==> src/rtl/valu_pkg.sv <==
// Shared op codes and FSM state encoding for the lane-serial vector ALU.
package valu_pkg;

  localparam logic [2:0] OP_ADD  = 3'b000;
  localparam logic [2:0] OP_SUB  = 3'b001;
  localparam logic [2:0] OP_OR   = 3'b010;
  localparam logic [2:0] OP_NAND = 3'b011;
  localparam logic [2:0] OP_SHL  = 3'b100;
  localparam logic [2:0] OP_SHR  = 3'b101;
  localparam logic [2:0] OP_SRA  = 3'b110;

  typedef enum logic [1:0] {
    S_IDLE = 2'd0,
    S_RUN  = 2'd1,
    S_DONE = 2'd2
  } state_t;

endpackage

==> src/rtl/valu_lane.sv <==
// Combinational single-lane ALU: seven ops, signed overflow flag, optional
// saturation on add/sub.
module valu_lane
  import valu_pkg::*;
#(
  parameter int unsigned WIDTH = 8
) (
  input  logic [WIDTH-1:0] a,
  input  logic [WIDTH-1:0] b,
  input  logic [2:0]       op,
  input  logic             sat,
  output logic [WIDTH-1:0] y,
  output logic             v
);

  localparam int unsigned SW = (WIDTH > 1) ? $clog2(WIDTH) : 1;

  logic [SW-1:0]    s;
  logic [WIDTH-1:0] sum;
  logic [WIDTH-1:0] diff;
  logic [WIDTH-1:0] clamp;
  logic             add_ov;
  logic             sub_ov;

  assign s      = b[SW-1:0];
  assign sum    = a + b;
  assign diff   = a - b;
  assign add_ov = (a[WIDTH-1] == b[WIDTH-1]) && (sum[WIDTH-1] != a[WIDTH-1]);
  assign sub_ov = (a[WIDTH-1] != b[WIDTH-1]) && (diff[WIDTH-1] != a[WIDTH-1]);
  // Overflow direction follows the sign of a for both add and sub.
  assign clamp  = a[WIDTH-1] ? {1'b1, {(WIDTH-1){1'b0}}} : {1'b0, {(WIDTH-1){1'b1}}};

  always_comb begin
    y = '0;
    v = 1'b0;
    case (op)
      OP_ADD: begin
        v = add_ov;
        y = (sat && add_ov) ? clamp : sum;
      end
      OP_SUB: begin
        v = sub_ov;
        y = (sat && sub_ov) ? clamp : diff;
      end
      OP_OR:   y = a | b;
      OP_NAND: y = ~(a & b);
      OP_SHL:  y = a << s;
      OP_SHR:  y = a >> s;
      OP_SRA:  y = WIDTH'($signed(a) >>> s);
      default: begin
        y = '0;
        v = 1'b0;
      end
    endcase
  end

endmodule

==> src/rtl/valu_seq.sv <==
// Lane-serial vector ALU: one shared lane ALU walks LANES lanes under a
// start/done handshake; results publish atomically on RUN->DONE.
module valu_seq
  import valu_pkg::*;
#(
  parameter int unsigned WIDTH = 8,
  parameter int unsigned LANES = 4
) (
  input  logic                   clock,
  input  logic                   reset,
  input  logic                   start,
  input  logic [2:0]             op,
  input  logic                   sat,
  input  logic [LANES*WIDTH-1:0] in1,
  input  logic [LANES*WIDTH-1:0] in2,
  output logic                   busy,
  output logic                   done,
  output logic [LANES*WIDTH-1:0] out,
  output logic [LANES-1:0]       lane_n,
  output logic [LANES-1:0]       lane_z,
  output logic [LANES-1:0]       lane_v
);

  localparam int unsigned IW = (LANES > 1) ? $clog2(LANES) : 1;
  localparam logic [IW-1:0] LAST_IDX = IW'(LANES - 1);

  state_t state, state_nxt;

  logic [LANES*WIDTH-1:0] a_r;
  logic [LANES*WIDTH-1:0] b_r;
  logic [2:0]             op_r;
  logic                   sat_r;
  logic [IW-1:0]          idx;
  logic [LANES*WIDTH-1:0] shadow;
  logic [LANES-1:0]       shadow_v;

  logic [WIDTH-1:0]       lane_a;
  logic [WIDTH-1:0]       lane_b;
  logic [WIDTH-1:0]       lane_y;
  logic                   lane_ov;
  logic [LANES*WIDTH-1:0] shadow_nxt;
  logic [LANES-1:0]       shadow_v_nxt;
  logic [LANES-1:0]       res_n;
  logic [LANES-1:0]       res_z;
  logic                   accept;

  valu_lane #(.WIDTH(WIDTH)) u_lane (
    .a   (lane_a),
    .b   (lane_b),
    .op  (op_r),
    .sat (sat_r),
    .y   (lane_y),
    .v   (lane_ov)
  );

  always_comb begin
    lane_a = a_r[idx*WIDTH +: WIDTH];
    lane_b = b_r[idx*WIDTH +: WIDTH];
  end

  // The final lane bypasses the shadow so the published vector includes it.
  always_comb begin
    shadow_nxt                      = shadow;
    shadow_nxt[idx*WIDTH +: WIDTH]  = lane_y;
    shadow_v_nxt                    = shadow_v;
    shadow_v_nxt[idx]               = lane_ov;
    res_n                           = '0;
    res_z                           = '0;
    for (int unsigned i = 0; i < LANES; i++) begin
      res_n[i] = shadow_nxt[i*WIDTH + WIDTH - 1];
      res_z[i] = (shadow_nxt[i*WIDTH +: WIDTH] == '0);
    end
  end

  assign accept = start && (state != S_RUN);

  always_ff @(posedge clock or negedge reset) begin
    if (!reset) state <= S_IDLE;
    else        state <= state_nxt;
  end

  always_comb begin
    state_nxt = state;
    busy      = 1'b0;
    done      = 1'b0;
    case (state)
      S_IDLE: begin
        if (start) state_nxt = S_RUN;
      end
      S_RUN: begin
        busy = 1'b1;
        if (idx == LAST_IDX) state_nxt = S_DONE;
      end
      S_DONE: begin
        done      = 1'b1;
        state_nxt = start ? S_RUN : S_IDLE;
      end
      default: state_nxt = S_IDLE;
    endcase
  end

  always_ff @(posedge clock or negedge reset) begin
    if (!reset) begin
      a_r      <= '0;
      b_r      <= '0;
      op_r     <= '0;
      sat_r    <= 1'b0;
      idx      <= '0;
      shadow   <= '0;
      shadow_v <= '0;
      out      <= '0;
      lane_n   <= '0;
      lane_z   <= '0;
      lane_v   <= '0;
    end else if (accept) begin
      a_r   <= in1;
      b_r   <= in2;
      op_r  <= op;
      sat_r <= sat;
      idx   <= '0;
    end else if (state == S_RUN) begin
      shadow   <= shadow_nxt;
      shadow_v <= shadow_v_nxt;
      if (idx == LAST_IDX) begin
        idx    <= '0;
        out    <= shadow_nxt;
        lane_n <= res_n;
        lane_z <= res_z;
        lane_v <= shadow_v_nxt;
      end else begin
        idx <= idx + IW'(1);
      end
    end
  end

endmodule

==> config.mk <==
export PLATFORM = sky130hd
export DESIGN_NAME = valu_seq
export DESIGN_NICKNAME = d
export VERILOG_FILES = /design/src/rtl/valu_pkg.sv /design/src/rtl/valu_lane.sv /design/src/rtl/valu_seq.sv
export SDC_FILE = /design/constraint.sdc
export NUM_CORES = 1
export LEC_CHECK = 0
export ABC_AREA = 1
export BUFFER_PORTS_ARGS = -buffer_cell sky130_fd_sc_hd__buf_2
export CORE_ASPECT_RATIO = 1.5
export CORE_MARGIN = 3
export CORE_UTILIZATION = 50
export CTS_BUF_LIST = sky130_fd_sc_hd__clkbuf_2 sky130_fd_sc_hd__clkbuf_4 sky130_fd_sc_hd__clkbuf_8
export DETAILED_ROUTE_END_ITERATION = 7
export PLACE_DENSITY = 0.71
export RECOVER_POWER = 25
export SYNTH_ARGS = -nofsm -noshare
export SYNTH_HDL_FRONTEND = slang
export SYNTH_SLANG_ARGS = --single-unit
==> constraint.sdc <==
create_clock -name clock -period 5 [get_ports clock]
set_input_delay 0.75 -clock clock [delete_from_list [all_inputs] [get_ports clock]]
set_output_delay 0.75 -clock clock [all_outputs]
set_load 0.03 [all_outputs]
==> qor.csv <==
metric;value;unit
status;complete, but fails checks;
failing checks;max-capacitance violations, max-slew violations;
num ports;117;
Largest stage delay, worst path;540;ps
Worst Setup End Kind;flip-flop;
residual DRC count;0;
Synth Area in Compound Gates;10.5;%
Reg2Reg Setup Slack;1080;ps
clock slew at reported path FFs;90;ps
clk root buf;clkbuf_8;
Synth Net Count;1195;
H-tree Lvls;4;
Clock Sink Count;147;
final instance area;0.00955;mm^2
Yosys reg bits;147;
Die ar.;0.0188;mm^2
Die X;113;um
post-cts sizing count;0;
startpoint types;flip-flop;
crit-path cells;inv_2, o211ai_2, nand2_2, clkinv_4, ha_1, inv_1, a21oi_1, nand2_1, nand2_1, nand2_1, nand2_1, nand4_2, nand2_1, nand2_1, nand3_2, nand3_1, o21ai_1, nor2_1, nand2_1, o21ai_1;
Worst path most repeated cell;nand2_1;
Initial Utilization;51.1;%
part of the cycle the worst path needs;78.5;%
Pins Over Slew Limit;65;
Longest Clk Path Bufs;2;
Site Rows;58;
CP required;5360;ps
largest net degree at the start of global routing;104;
Async SR Flop Fraction;100;%
placed inst area;0.00918;mm^2
worst hold path type;reg -> reg;
clock tree from TritonCTS;yes;
Synth warnings;0;
initial antenna violation count;0;
EDFF count, synth;0;
Routed Antenna Nets;0;
Mapped Area;0.00856;mm^2
layout cells sized above 1;19.7;%
# hold bufs at CTS;0;
mux cell area share after synthesis;4.34;%
Core Region;0.0168;mm^2
fraction of the mapped netlist area in simple logic gates;28.1;%
vias in the first global route;7288;
crit path DAT;4280;ps
all-layer global routing usage;23.7;%
Vias/cell;5.34;
Setup Skew;13.4;ps
WL/cell;15.5;um
Main synth FF type;dfrtp_1;
endpoints failing setup;0;
CTS Buf Count;17;
GP Congestion;1.03;
Post-CTS Setup Bufs;0;
Cell variety after synth;47;
maximum clock frequency;255;MHz
height of the die;166;um
Nets;1285;
WL final;21700;um
Vias;7512;
RSZ-0062 raised after global routing;no;
Synth Area in Adders;4.70;%
relative slew slack;-125;%
Syn Inst Count;1093;
port bufs;116;
Final Hold Fails;0;
Seq/Total Area, Yosys;43.0;%
antenna cells;0;
drt first-iter violations;496;
Synth-to-Final Area Change;11.6;%
Clk Latency, worst-skew pair;470;ps
worst-path fanout max;26;
Max Cap Viol;1;
post-synthesis xor/xnor area fraction;1.23;%
First-pass DRT Iterations;6;
Least-Margin Pin Slew;3370;ps
GR Overflow Total;0;
Syn Area/Cell;7.83;um^2
setup_tns;0;ps
kind of critical path;reg -> reg;
Critical-path top delay cell;dfrtp_1;
Detailed Place HPWL;16400;um
Final min period;3920;ps
first-pass GRT wire length;35900;um
main combinational cell family by area after synthesis;simple AND/OR/NAND/NOR gates;
## layout by cell type (no fill, tap or decap), types with 10 or more instances in the layout
cell type,Yosys,layout
nor2_1,92,92
dfrtp_1,147,146
nand4_1,24,24
o21ai_1,11,11
clkbuf_8,0,17
xor2_1,10,10
a21oi_1,62,62
nand2_2,16,16
nand2_1,332,331
o21ai_0,35,35
ha_1,29,29
nand3_1,65,65
buf_2,2,115
a31oi_1,18,18
mux2_2,33,33
inv_1,100,100
## kinds of logic (layout without fill, tap and decap cells)
kind of cell | count (synthesis) | in the layout
DFF | 147 | 147
adders and majority gates | 31 | 31
buffers and inverters | 158 | 261
muxes | 33 | 33
AOI/OAI and AO/OA | 156 | 156
xor gates and xnor gates | 12 | 12
and+or+nand+nor | 556 | 556
## registers in the layout, indices dropped and copies added (netlist names)
register and flops:
idx 2, shadow 32, shadow_v 3, lane_z 4
op_r 3, sat_r 1, lane_v 4, a_r 32
b_r 32, out 32, state 2
## synth_stat cells, types with 2 or more instances
| cell | count | area [um^2] |
|---|---|---|
| a21oi_1 | 62 | 310 |
| a21oi_2 | 2 | 17.5 |
| a22oi_1 | 3 | 22.5 |
| a31oi_1 | 18 | 113 |
| a32oi_1 | 5 | 43.8 |
| buf_1 | 3 | 11.3 |
| buf_2 | 2 | 10.0 |
| buf_4 | 8 | 60.1 |
| buf_6 | 7 | 78.8 |
| clkbuf_1 | 31 | 116 |
| dfrtp_1 | 147 | 3680 |
| fa_1 | 2 | 40.0 |
| ha_1 | 29 | 363 |
| inv_1 | 100 | 375 |
| inv_2 | 2 | 7.51 |
| mux2_2 | 33 | 372 |
| nand2_1 | 332 | 1250 |
| nand2_2 | 16 | 100 |
| nand2_4 | 2 | 22.5 |
| nand3_1 | 65 | 325 |
| nand3_2 | 8 | 80.1 |
| nand4_1 | 24 | 150 |
| nand4_2 | 5 | 62.6 |
| nor2_1 | 92 | 345 |
| nor2_2 | 4 | 25.0 |
| nor3_1 | 5 | 25.0 |
| o211ai_2 | 2 | 25.0 |
| o21a_1 | 4 | 30.0 |
| o21ai_0 | 35 | 175 |
| o21ai_1 | 11 | 55.1 |
| o21ai_2 | 2 | 17.5 |
| o22ai_1 | 7 | 43.8 |
| xnor2_1 | 2 | 17.5 |
| xor2_1 | 10 | 87.6 |
## routing by layer
metal | track usage (%) | share of wire (%) | up-vias
met3 | 3.50 | 4.1 | 67
li1 | - | - | 3730
met5 | 0 | 0 | -
met2 | 41.0 | 50 | 232
met1 | 28.7 | 41 | 3483
met4 | 11.5 | 4.6 | 0
## critical path: cells and delay by family, from the launching register on
kind / cells / cell delay (ps)
AO/OA/AOI/OAI: 4 / 570
AND/OR/NAND/NOR: 12 / 1490
flip-flops: 1 / 540
buffers and inverters: 3 / 740
adder cells (fa/ha/maj): 1 / 460
## through the flow
stage               hold WS [ps]  cells  utilization, %  setup WS [ps]
CTS                          267   1406            57.0           1100
global route                 495   1406            57.0            538
floorplan                    448   1093               -           1510
finish                       479   1406            57.0           1080
global placement             458   1374            54.8           1210
detailed placement           461   1374            54.8           1100
## worst paths after layout
kind                                      from                     to  cells past startpoint
max in group asynchronous                reset     idx[0]$_DFFE_PN0P_                      2
hold reg to reg            out[13]$_DFFE_PN0P_    out[13]$_DFFE_PN0P_                      2
hold / removal             out[13]$_DFFE_PN0P_    out[13]$_DFFE_PN0P_                      2
setup reg to reg            idx[1]$_DFFE_PN0P_  lane_z[2]$_DFFE_PN0P_                     20
min in group asynchronous                reset     out[5]$_DFFE_PN0P_                      1
setup / recovery            idx[1]$_DFFE_PN0P_  lane_z[2]$_DFFE_PN0P_                     20
## final cells by class
class | count | area [um^2]
Timing Repair Buffer | 124 | 637
Sequential cell | 147 | 3680
Clock inverter | 15 | 146
Fill cell | 1628 | 7210
Multi-Input combinational cell | 788 | 4190
Clock buffer | 17 | 234
Inverter | 105 | 407
Tap cell | 210 | 263
Power is left out: the tool's default activity adds up to more than one toggle a clock period on the data nets, which glitch-free logic cannot reach.
